`src/rtl/distribute_pkg.sv`:
```
// Shared types and helpers for the distributor sequencer: FSM states, default
// widths and the per-lane handshake qualifier.
package distribute_pkg;

    localparam int DEF_NUM_DATA_OUTPUTS       = 8;
    localparam int DEF_LOG_MAX_ITERS          = 16;
    localparam int DEF_LOG_MAX_READS_PER_ITER = 16;

    typedef enum logic [1:0] {
        ST_IDLE = 2'd0,
        ST_CONF = 2'd1,
        ST_RUN  = 2'd2,
        ST_DONE = 2'd3
    } state_e;

    // A lane handshake only counts while the sequencer is collecting an iteration.
    function automatic logic lane_fire(input logic valid, input logic avail, input logic counting);
        return valid & avail & counting;
    endfunction

endpackage

```
`src/rtl/distribute_lane_cnt.sv`:
```
// One distributor lane: counts handshakes within an iteration and flags
// completion or handshakes that arrive after completion.
module distribute_lane_cnt
    import distribute_pkg::*;
#(
    parameter int CNT_W = DEF_LOG_MAX_READS_PER_ITER
) (
    input  logic             clk,
    input  logic             rst,
    input  logic             clear,
    input  logic             fire,
    input  logic [CNT_W-1:0] last_count,
    output logic             lane_done,
    output logic             finishing,
    output logic             overrun
);

    logic [CNT_W-1:0] count_r;
    logic             lane_done_r;

    // Handshake counter and done flag; clear wins over a same-cycle handshake.
    always_ff @(posedge clk) begin
        if (rst) begin
            count_r     <= '0;
            lane_done_r <= 1'b0;
        end else if (clear) begin
            count_r     <= '0;
            lane_done_r <= 1'b0;
        end else if (fire && !lane_done_r) begin
            if (count_r == last_count) begin
                lane_done_r <= 1'b1;
            end else begin
                count_r <= count_r + CNT_W'(1);
            end
        end
    end

    assign lane_done = lane_done_r;
    assign finishing = fire & ~lane_done_r & (count_r == last_count);
    assign overrun   = fire & lane_done_r;

endmodule

```
`src/rtl/distribute_seq.sv`:
```
// Layer sequencer for a DISTRIBUTE_IN/DISTRIBUTE_OUT pair: accepts a command,
// configures the distributor and tracks per-lane handshakes per iteration.
module distribute_seq
    import distribute_pkg::*;
#(
    parameter int NUM_DATA_OUTPUTS       = DEF_NUM_DATA_OUTPUTS,
    parameter int LOG_MAX_ITERS          = DEF_LOG_MAX_ITERS,
    parameter int LOG_MAX_READS_PER_ITER = DEF_LOG_MAX_READS_PER_ITER
) (
    input  logic                              clk,
    input  logic                              rst,
    input  logic                              cmd_valid,
    output logic                              cmd_ready,
    input  logic                              cmd_mode,
    input  logic [LOG_MAX_ITERS-1:0]          cmd_num_iters,
    input  logic [LOG_MAX_READS_PER_ITER-1:0] cmd_num_reads,
    output logic                              configure,
    output logic                              conf_mode,
    output logic [LOG_MAX_ITERS-1:0]          num_iters,
    output logic [LOG_MAX_READS_PER_ITER-1:0] num_reads_per_iter,
    input  logic [NUM_DATA_OUTPUTS-1:0]       mon_valid,
    input  logic [NUM_DATA_OUTPUTS-1:0]       mon_avail,
    output logic                              busy,
    output logic [LOG_MAX_ITERS-1:0]          cur_iter,
    output logic                              iter_done,
    output logic                              done,
    output logic                              overrun_err
);

    state_e                              state_r;
    logic [NUM_DATA_OUTPUTS-1:0]         fire_s;
    logic [NUM_DATA_OUTPUTS-1:0]         lane_done_s;
    logic [NUM_DATA_OUTPUTS-1:0]         finishing_s;
    logic [NUM_DATA_OUTPUTS-1:0]         overrun_s;
    logic [LOG_MAX_READS_PER_ITER-1:0]   last_count_s;
    logic                                in_run_s;
    logic                                all_done_s;
    logic                                clear_s;

    assign in_run_s     = (state_r == ST_RUN);
    assign last_count_s = num_reads_per_iter - LOG_MAX_READS_PER_ITER'(1);
    // Lanes finishing this very cycle already count toward closing the iteration.
    assign all_done_s   = &(lane_done_s | finishing_s);
    assign clear_s      = ~in_run_s | all_done_s;

    for (genvar i = 0; i < NUM_DATA_OUTPUTS; i++) begin : g_lane
        assign fire_s[i] = lane_fire(mon_valid[i], mon_avail[i], in_run_s);

        distribute_lane_cnt #(
            .CNT_W(LOG_MAX_READS_PER_ITER)
        ) u_lane (
            .clk        (clk),
            .rst        (rst),
            .clear      (clear_s),
            .fire       (fire_s[i]),
            .last_count (last_count_s),
            .lane_done  (lane_done_s[i]),
            .finishing  (finishing_s[i]),
            .overrun    (overrun_s[i])
        );
    end

    // Sequencer FSM with all handshake-facing outputs registered.
    always_ff @(posedge clk) begin
        if (rst) begin
            state_r            <= ST_IDLE;
            cmd_ready          <= 1'b1;
            configure          <= 1'b0;
            conf_mode          <= 1'b0;
            num_iters          <= '0;
            num_reads_per_iter <= '0;
            busy               <= 1'b0;
            cur_iter           <= '0;
            iter_done          <= 1'b0;
            done               <= 1'b0;
            overrun_err        <= 1'b0;
        end else begin
            configure <= 1'b0;
            iter_done <= 1'b0;
            done      <= 1'b0;
            if (|overrun_s) begin
                overrun_err <= 1'b1;
            end
            case (state_r)
                ST_IDLE: begin
                    if (cmd_valid) begin
                        conf_mode          <= cmd_mode;
                        num_iters          <= cmd_num_iters;
                        num_reads_per_iter <= cmd_num_reads;
                        configure          <= 1'b1;
                        cur_iter           <= '0;
                        busy               <= 1'b1;
                        cmd_ready          <= 1'b0;
                        state_r            <= ST_CONF;
                    end
                end
                ST_CONF: begin
                    if ((num_iters == '0) || (num_reads_per_iter == '0)) begin
                        done    <= 1'b1;
                        state_r <= ST_DONE;
                    end else begin
                        state_r <= ST_RUN;
                    end
                end
                ST_RUN: begin
                    if (all_done_s) begin
                        iter_done <= 1'b1;
                        if (cur_iter == num_iters - LOG_MAX_ITERS'(1)) begin
                            done    <= 1'b1;
                            state_r <= ST_DONE;
                        end else begin
                            cur_iter <= cur_iter + LOG_MAX_ITERS'(1);
                        end
                    end
                end
                ST_DONE: begin
                    busy      <= 1'b0;
                    cmd_ready <= 1'b1;
                    state_r   <= ST_IDLE;
                end
                default: begin
                    busy      <= 1'b0;
                    cmd_ready <= 1'b1;
                    state_r   <= ST_IDLE;
                end
            endcase
        end
    end

endmodule

```
`config.mk`:
```
export PLATFORM = sky130hd
export DESIGN_NAME = distribute_seq
export DESIGN_NICKNAME = d
export VERILOG_FILES = /design/src/rtl/distribute_pkg.sv /design/src/rtl/distribute_lane_cnt.sv /design/src/rtl/distribute_seq.sv
export SDC_FILE = /design/constraint.sdc
export NUM_CORES = 1
export LEC_CHECK = 0
export ABC_AREA = 1
export ABC_CLOCK_PERIOD_IN_PS = 6680
export CAP_MARGIN = 20
export CORE_ASPECT_RATIO = 1.2
export CORE_UTILIZATION = 49
export DETAILED_ROUTE_END_ITERATION = 8
export GPL_TIMING_DRIVEN = 0
export HOLD_SLACK_MARGIN = 0.15
export PLACE_DENSITY = 0.74
export SYNTH_ARGS = -nofsm -noshare
export SYNTH_HDL_FRONTEND = slang
export SYNTH_SLANG_ARGS = --single-unit
```
`constraint.sdc`:
```
create_clock -name clk -period 6.68 [get_ports clk]
set_clock_uncertainty 0.2 [all_clocks]
set_input_delay 1.336 -clock clk [delete_from_list [all_inputs] [get_ports clk]]
set_output_delay 1.336 -clock clk [all_outputs]
set_load 0.005 [all_outputs]
```
== Yosys cells after proc, flatten, opt, wreduce, memory -nomap -nowiden ==
Index checks and enable logic that the tools add are counted.

* Bitwise gates (word level): 60
* Muxes and demuxes: 19
* Equality and inequality tests: 16
* Reductions and logical operators: 47
* Add/sub/neg operators: 11

{| class="wikitable"
|+ Operators with widths
! operator !! count
|-
| adder 16 x 1 -> 16 bit (second input constant) || 9
|-
| equality test 16 bit || 9
|-
| 2-to-1 mux 16 bit || 3
|-
| bitwise AND 1 bit || 40
|-
| AND reduction 2 bit || 18
|-
| logical NOT 16 bit || 2
|-
| case mux 16 bit (2 select lines) || 1
|-
| subtractor 16 x 1 -> 16 bit (second input constant) || 2
|-
| NOT 1 bit || 18
|-
| logical AND 1 bit || 8
|-
| logical NOT 1 bit || 8
|-
| 2-to-1 mux 1 bit || 8
|-
| OR 8 bit || 1
|-
| case mux 2 bit (4 select lines) || 1
|-
| AND reduction 8 bit || 1
|-
| OR reduction 8 bit || 1
|-
| 2-to-1 mux 2 bit || 3
|-
| case mux 1 bit (2 select lines) || 3
|-
| OR reduction 2 bit || 3
|-
| equality test 2 bit (second input constant) || 2
|-
| != test 2 x 1 -> 1 bit (second input constant) || 2
|-
| != test 2 bit (second input constant) || 2
|-
| AND reduction 4 bit || 1
|-
| nonzero test 2 bit || 2
|-
| other kinds (5) || 5
|}

* Output and inout port bits: 55
* Bits in registers: 193
* Logic and storage cells: 180
* Input bits: 52

== Logic depth before layout (Yosys ltp) ==
Gate-level depths: netlist of run 1.

* Word-level depth: 8
* Mapped depth: 25
* Gate-level depth less buffers: 23

== By module ==
Synthesis of run 1 repeated with hierarchy kept, for this count alone.

* Cells, all modules: 2567
* Area, all modules: 14471.4 um2

{| class="wikitable"
|+ Modules (own cells, without submodules)
! module !! sequential area each (um2) !! instances !! cells an instance !! area an instance (um2)
|-
| distribute_lane_cnt || 340.3 || 8 || 245 || 1337.5
|-
| distribute_seq || 1141.1 || 1 || 607 || 3771.1
|}

== Worst setup path before layout of run 1 ==
No wires, ideal clock.

* Kind: register -> register
* From: register num_reads_per_iter[0]
* To: register cur_iter[13]
* Arrival time: 2.818 ns
* Period minus slack after synthesis: 3.150 ns
* Path buffers: 4
* Slack: 3.530 ns
* Setup time: 0.132 ns
* Data required time: 6.348 ns
* Stages on the path, launching flop included: 23
* Cells stage by stage: dfxtp_1 buf_2 inv_2 buf_2 ha_1 clkbuf_1 or2_2 nand4_1 nor2_1 nand2_1 inv_1 nand3_1 nor2_1 nand3_1 nand2_1 nand2_1 nor2_2 nand2_2 nand2_4 nand2_2 buf_6 nand2_1 a21oi_1

* Longest elaborated chain between the ends: 7
* Elaborated cells on any way between the ends: 21
* Classes of those cells: add/sub (1); eq/ne (9); bitwise (9); reduce/logical (2)

{| class="wikitable"
|+ RTL lines
! what !! line !! text
|-
| start, declared || distribute_seq.sv:20 || <nowiki>output logic [LOG_MAX_READS_PER_ITER-1:0] num_reads_per_iter,</nowiki>
|-
| start signal, assigned || distribute_seq.sv:89 || <nowiki>num_reads_per_iter <= cmd_num_reads;</nowiki>
|-
| subtractor 16 x 1 -> 16 bit (*) || distribute_seq.sv:41 || <nowiki>assign last_count_s = num_reads_per_iter - LOG_MAX_READS_PER_ITER'(1);</nowiki>
|-
| equality test 16 bit || distribute_lane_cnt.sv:39 || <nowiki>assign finishing = fire & ~lane_done_r & (count_r == last_count);</nowiki>
|-
| bitwise AND 1 bit || distribute_lane_cnt.sv:39 ||
|-
| OR 8 bit (*) || distribute_seq.sv:43 || <nowiki>assign all_done_s = &(lane_done_s | finishing_s);</nowiki>
|-
| AND reduction 8 bit (*) || distribute_seq.sv:43 ||
|-
| != test 2 x 1 -> 1 bit (no source line) (*) || - ||
|-
| AND reduction 4 bit (no source line) (*) || - ||
|-
| end signal, assigned || distribute_seq.sv:112 || <nowiki>cur_iter <= cur_iter + LOG_MAX_ITERS'(1);</nowiki>
|-
| end, declared || distribute_seq.sv:24 || <nowiki>output logic [LOG_MAX_ITERS-1:0] cur_iter,</nowiki>
|}

Mark *: on every way between the ends. The rest lies on a longest branch, timed or not.
A chain may end at the register's enable or synchronous reset.

== Final worst setup path of run 1 ==
* From: register num_reads_per_iter[0]
* To: register g_lane[2].u_lane.count_r[7]

* Longest elaborated chain between the ends: 7
* Elaborated cells on any way between the ends: 23
* Classes of those cells: add/sub (1); eq/ne (8); bitwise (11); reduce/logical (3)

{| class="wikitable"
|+ RTL lines
! what !! line !! text
|-
| subtractor 16 x 1 -> 16 bit (*) || distribute_seq.sv:41 ||
|-
| equality test 16 bit (on tied branches) || distribute_lane_cnt.sv:39, distribute_lane_cnt.sv:30 ||
|-
| bitwise AND 1 bit || distribute_lane_cnt.sv:39 ||
|-
| OR 8 bit || distribute_seq.sv:43 ||
|-
| AND reduction 8 bit || distribute_seq.sv:43 ||
|-
| OR 1 bit || distribute_seq.sv:44 || <nowiki>assign clear_s = ~in_run_s | all_done_s;</nowiki>
|-
| OR reduction 2 bit (no source line) || - ||
|-
| end signal, assigned || distribute_lane_cnt.sv:33 || <nowiki>count_r <= count_r + CNT_W'(1);</nowiki>
|-
| end, declared || distribute_lane_cnt.sv:18 || <nowiki>logic [CNT_W-1:0] count_r;</nowiki>
|}

Marked as above.

==> results.yml, run 1 <==
run_status:
  status: "finished clean"
sta:
  fin_setup_tns_ns: 0
  setup_viol: 0
  fin_crit_ns: 4.98
  slew_viol_final: 0
  finalCritPeriodShare_pct: 74.5
  max_freq_mhz: 201
  relSlewSlack_pct: 17.4
  tightest_slew_ns: 1.24
  rsz0062_at_grt: "false"
  setup_ws_ns: 1.70
  hold_viol_final: 0
setup_path:
  critPathBufInv: 6
  path_cells: "buf_2 -> inv_2 -> buf_2 -> ha_1 -> clkbuf_1 -> or2_2 -> nand4_1 -> nor2_1 -> nand2_1 -> inv_1 -> nand3_1 -> nor2_1 -> nand3_1 -> nand2_1 -> nand2_1 -> nor2_2 -> nand2_2 -> nand3_2 -> buf_2 -> nor3b_1"
  slowest_stage: "clkbuf_1"
  crit_required_ns: 6.80
  cp_data_arrival_time_ns: 5.10
  cp-start-kind: "flip-flop"
  reg2reg_slack_ns: 1.70
  crit_type: "flip-flop to flip-flop"
  path_max_fanout: 11
  crit_path_end_kind: "flip-flop"
  worst_path_largest_cell_delay_ns: 0.90
  crit_family: "buffers and inverters"
clocking:
  cts-root-buf: "clkbuf_16"
  cts_hold_buffers: 0
  path_clk_slew_ns: 0.07
  post_cts_buffers: 0
  clk_latency_ns: 0.46
  htree_levels: 4
  cts.sinks: 193
  cts_tree: "done"
  cts_max_path_buffers: 2
  cts_resized: 0
  cts_buffers: 17
logic_synthesis:
  synth_area_leaders: "dfxtp_1 31%, nand2_1 20%, nand3_1 7.4%"
  synthFlopType: "dfxtp_1"
  yosysTopAreaCell: "dfxtp_1"
  syn_inst: 2008
  synth-seq-cells: 193
  yosysSeqAreaShare_pct: 31.1
  synth_cell_type_count: 39
  synthTopCellsByCount: "662 x nand2_1, 230 x inv_1, 193 x dfxtp_1"
  syn_nets: 2076
  synth_edf_count: 0
  synthesis.area_sq_um: 12400
  synth_top_area_share_pct: 31.1
  ys_async_sr_fraction_pct: 0
  yosysWarningCount: 0
  synth.avg_cell_area_sq_um: 6.18
  yosysMostFrequentCell: "nand2_1"
placed_design:
  gp_congestion: 0.970
  dp_slack_ns: 1.90
  dp_hpwl_microns: 32200
  dpl_cell_area_sq_um: 13900
  portBuffers: 105
detailed_routing:
  vias_per_cell: 5.57
  wl_met2_microns: 19600
  dr_total_vias: 13800
  first_pass_iters: 8
  drc_errors: 0
  drt-total-wl_microns: 42800
  post_drt_wl_per_cell_microns: 17.3
  wl_met1_microns: 16300
  top_layer: "met4"
  ant_nets: 0
  drt_iter0_markers: 1067
  wl_met3_microns: 4050
floorplanning:
  die_area_sq_um: 26000
  die_w_microns: 147
  coreArea_sq_um: 24800
  io_pins: 107
  die_h_microns: 176
  initial_core_util_pct: 50.1
  rows: 63
final_layout:
  finalNetCount: 2200
  seq_area_sq_um: 3860
  multi_input_area_sq_um: 7420
  fillers: 2454
  area_growth_pct: 16.6
  final_cell_area_sq_um: 14500
  final_util_pct: 58.4
  drive_gt1_share_pct: 5.69
power:
  p_per_area_nw_per_um2: 324
  p_leak_nw: 5.50
  ir_drop_mv: 0.209
  power.total_mw: 4.68
global_route:
  grt_first_pass_wirelength_microns: 66400
  antenna_found_initial: 1
  overflow: 0
  grtUsageTotal_pct: 33.3
  grt_max_degree: 19
  grt_pass1_vias: 12600
flow_run:
  maxCapViolCount: 0
min_path:
  hold_class: "flip-flop to flip-flop"
==> cell type report <==
class,count,area share (%)
multi-input combinational,1538,51.3
sequential,193,26.7
timing repair buffer,105,7.27
inverter,240,6.23
clock buffer,17,2.94
tap,325,2.81
buffer,37,1.54
clock inverter,15,1.21
antenna,1,0.0173
==> state kept, by name, summed over array words and instances, names as in the netlist <==
register	count
iter_done	1
conf_mode	1
num_iters	16
g_lane.u_lane.count_r	128
busy	1
state_r	2
cur_iter	16
configure	1
g_lane.u_lane.lane_done	8
overrun_err	1
done	1
num_reads_per_iter	16
cmd_ready	1
==> report_power, final <==
| part | internal, mW | switching, mW |
|---|---|---|
| Clock | 0.565 | 0.511 |
| Sequential | 1.21 | 0.0837 |
| Combinational | 0.679 | 1.64 |
==> per-stage QoR <==
stage	cells	hold WS (ns)
floorplan	2008	0.247
global placement	2438	0.251
detailed placement	2438	0.259
CTS	2470	0.270
global route	2470	0.297
finish	2471	0.259
==> path summary, 6_finish.rpt <==
check,start,end,cells past startpoint
worst max register to register,num_reads_per_iter[0]$_SDFFE_PP0P_,g_lane[2].u_lane.count_r[7]$_SDFFE_PP0P_,20
worst min-delay path,overrun_err$_SDFFE_PP0P_,overrun_err$_SDFFE_PP0P_,2
worst max-delay path,num_reads_per_iter[0]$_SDFFE_PP0P_,g_lane[2].u_lane.count_r[7]$_SDFFE_PP0P_,20
worst min register to register,overrun_err$_SDFFE_PP0P_,overrun_err$_SDFFE_PP0P_,2
==> tightest hold or removal path, stage by stage (launching register included) <==
cell,delay [ns]
dfxtp_1,0.31
inv_1,0.05
a21oi_1,0.05
==> per-layer routing <==
metal | track usage [%] | vias to the layer above
li1 | - | 6706
met1 | 39.1 | 6255
met2 | 54.9 | 669
met3 | 7.16 | 143
met4 | 21.7 | 0
met5 | 0 | -
==> cell families (layout without fill, tap and decap cells) <==
| kind of cell | Yosys count | count (layout) | synth area share (%) |
|---|---|---|---|
| AND/OR/NAND/NOR | 1247 | 1247 | 44.6 |
| AO/OA/AOI/OAI | 197 | 197 | 8.11 |
| flip-flops | 193 | 193 | 31.1 |
| buffers and inverters | 277 | 414 | 9.06 |
| XOR/XNOR | 78 | 78 | 5.51 |
| other | 0 | 1 | 0 |
| adder cells (fa/ha/maj) | 16 | 16 | 1.61 |
==> layout by cell type (no fill, tap or decap), types with 16 or more instances in the layout <==
master,Yosys,layout
o21ai_0,67,67
dfxtp_1,193,193
nand3_1,184,184
nor2_1,188,188
nor3_1,51,51
nand2_1,662,662
clkdlybuf4s50_1,0,105
xnor2_1,17,17
nand4_1,45,45
clkbuf_16,0,17
nand2_2,20,20
a21oi_1,116,116
inv_1,230,230
nor3b_1,21,21
nor4_1,21,21
xor2_1,61,61
ha_1,16,16
Note: power is estimated with default switching activity, not from simulation.
==> run 2: changes to the inputs <==
ABC_CLOCK_PERIOD_IN_PS = 4800   (was 6680)
clock period = 4.8 ns   (was 6.68 ns; I/O delays follow)
==> run 2 against run 1 <==
First-iteration DRC count increased by 13%; worst hold slack about the same; setup slack got worse by 1.6 ns; design area about the same; critical path depth increased by 1; clock power increased by 39%; via count decreased by 0.10%; combinational power increased by 40%; wire length decreased by 0.12%; utilization increased by 0.056 points; register-to-register slack got worse by 1.6 ns; die area unchanged; largest power group unchanged.
==> results.yml, run 2 (same netlist as run 1, synthesis figures left out) <==
min_path:
  hold_class: "flip-flop to flip-flop"
  hold_path_end: "overrun_err$_SDFFE_PP0P_"
  min_delay_path_depth: 2
  min-delay-start: "overrun_err$_SDFFE_PP0P_"
detailed_routing:
  vias_per_cell: 5.57
  post_drt_wl_per_cell_microns: 17.3
  dr_total_vias: 13800
  drt-total-wl_microns: 42700
  first_pass_iters: 7
  drt_iter0_markers: 1207
  ant_nets: 0
  drc_errors: 0
sta:
  fin_setup_tns_ns: 0
  tightest_slew_ns: 0.883
  rsz0062_at_grt: "false"
  hold_ws_ns: 0.259
  fin_crit_ns: 4.70
  max_freq_mhz: 213
  finalCritPeriodShare_pct: 97.9
  setup_viol: 0
  relSlewSlack_pct: 41.1
  slew_viol_final: 0
  hold_viol_final: 0
  setup_ws_ns: 0.101
setup_path:
  crit_path_end_kind: "flip-flop"
  timing.rr.start: "num_reads_per_iter[0]$_SDFFE_PP0P_"
  r2r_cells: 21
  path_max_fanout: 12
  crit_required_ns: 4.94
  cp-start-kind: "flip-flop"
  reg2reg_slack_ns: 0.10
  cp_data_arrival_time_ns: 4.84
  crit_type: "flip-flop to flip-flop"
  r2r-end: "g_lane[5].u_lane.count_r[15]$_SDFFE_PP0P_"
placed_design:
  dp_slack_ns: 0.0243
  gp_congestion: 0.970
  dp_cells: 2438
  dp_hpwl_microns: 32200
  portBuffers: 105
floorplanning:
  initial_core_util_pct: 50.1
  die_area_sq_um: 26000
  rows: 63
  die_h_microns: 176
  io_pins: 107
  coreArea_sq_um: 24800
  die_w_microns: 147
clocking:
  cts-root-buf: "clkbuf_16"
  cts_max_path_buffers: 2
  cts.sinks: 193
  clk_latency_ns: 0.46
  htree_levels: 4
  path_clk_slew_ns: 0.07
  post_cts_buffers: 0
  cts_buffers: 17
  cts_tree: "done"
global_route:
  overflow: 0
  antenna_found_initial: 1
  grtUsageTotal_pct: 33.3
  grt_first_pass_wirelength_microns: 66400
  grt_pass1_vias: 12600
  grt_max_degree: 19
final_layout:
  largest_reg_flops: 128
  drive_gt1_share_pct: 5.83
  finalNetCount: 2199
  mostFrequentLayoutCells: "660 x nand2_1, 230 x inv_1, 193 x dfxtp_1"
  fin_cells: 2472
  final_common_cell: "nand2_1"
  area_growth_pct: 16.7
  largest-register: "g_lane.u_lane.count_r"
power:
  ir_drop_mv: 0.293
  p_per_area_nw_per_um2: 451
  p_leak_nw: 5.50
  power.total_mw: 6.53
run_status:
  status: "finished clean"
flow_run:
  maxCapViolCount: 0
run 2: cell types whose count changed in the layout (fill, tap and decap cells not counted), sizes merged:
cell | previous run | this run
buf | 21 | 20
diode | 1 | 3
run 2: worst max-delay path: stages, from the launching register on:
cell	delay [ns]
dfxtp_1	0.31
buf_2	0.26
inv_2	0.13
buf_2	0.40
ha_1	0.37
nand2_4	0.13
nor2_8	0.18
nand3_1	0.51
nand3_1	0.27
nand2_1	0.07
nor2_1	0.10
nand2_1	0.08
nor2_2	0.16
nand3_1	0.12
nand2_1	0.08
nand2_1	0.06
nor2_2	0.23
nand2_2	0.14
nand3_2	0.23
buf_6	0.26
buf_6	0.22
a21oi_1	0.06
run 2: final cells by class:
type                       instances  area, sq um
antenna                            3         7.51
buffer                            36          221
clock buffer                      17          425
clock inverter                    15          175
fill                            2452        10300
inverter                         240          901
multi-input combinational       1538         7430
sequential                       193         3860
tap                              325          407
timing repair buffer             105         1050
run 2: where the power goes:
part	internal, mW	leakage [nW]	total, mW	switching (mW)
clock network	0.786	0.284	1.50	0.718
registers	1.68	1.56	1.80	0.117
logic	0.948	3.66	3.23	2.28
total	3.41	5.50	6.53	3.12
run 2: metal layers:
metal | track usage [%] | wire, microns
met4 | 21.7 | 2730
met3 | 7.16 | 3790
met5 | 0 | 0
met2 | 54.9 | 19700
met1 | 39.1 | 16500
run 2: metrics by stage:
step / util, % / area, sq um
after floorplan: - / 12400
after global placement: 56.0 / 13900
after detailed placement: 56.0 / 13900
after CTS: 58.4 / 14500
after global routing: 58.5 / 14500
final: 58.5 / 14500
run 2: worst max path at each step:
stage | start | end | slack [ns] | cells after the start
2_1_floorplan | num_reads_per_iter[0]$_SDFFE_PP0P_ | cur_iter[13]$_SDFFE_PP0P_ | 1.65 | 22
3_3_place_gp | num_reads_per_iter[0]$_SDFFE_PP0P_ | g_lane[3].u_lane.count_r[15]$_SDFFE_PP0P_ | 0.009 | 21
3_5_place_dp | num_reads_per_iter[0]$_SDFFE_PP0P_ | g_lane[0].u_lane.lane_done$_SDFFE_PP0P_ | 0.02 | 21
4_1_cts | num_reads_per_iter[0]$_SDFFE_PP0P_ | g_lane[5].u_lane.count_r[15]$_SDFFE_PP0P_ | 0.0007 | 21
5_1_grt | num_reads_per_iter[0]$_SDFFE_PP0P_ | g_lane[3].u_lane.lane_done$_SDFFE_PP0P_ | 0.01 | 21
6_report | num_reads_per_iter[0]$_SDFFE_PP0P_ | g_lane[5].u_lane.count_r[15]$_SDFFE_PP0P_ | 0.10 | 21
run 2: what timing repair did:
item                                   CTS  global route
resized for setup                        0             4
hold buffers                             0             0
setup endpoints to repair                0           144
endpoints found under the hold margin    0             0
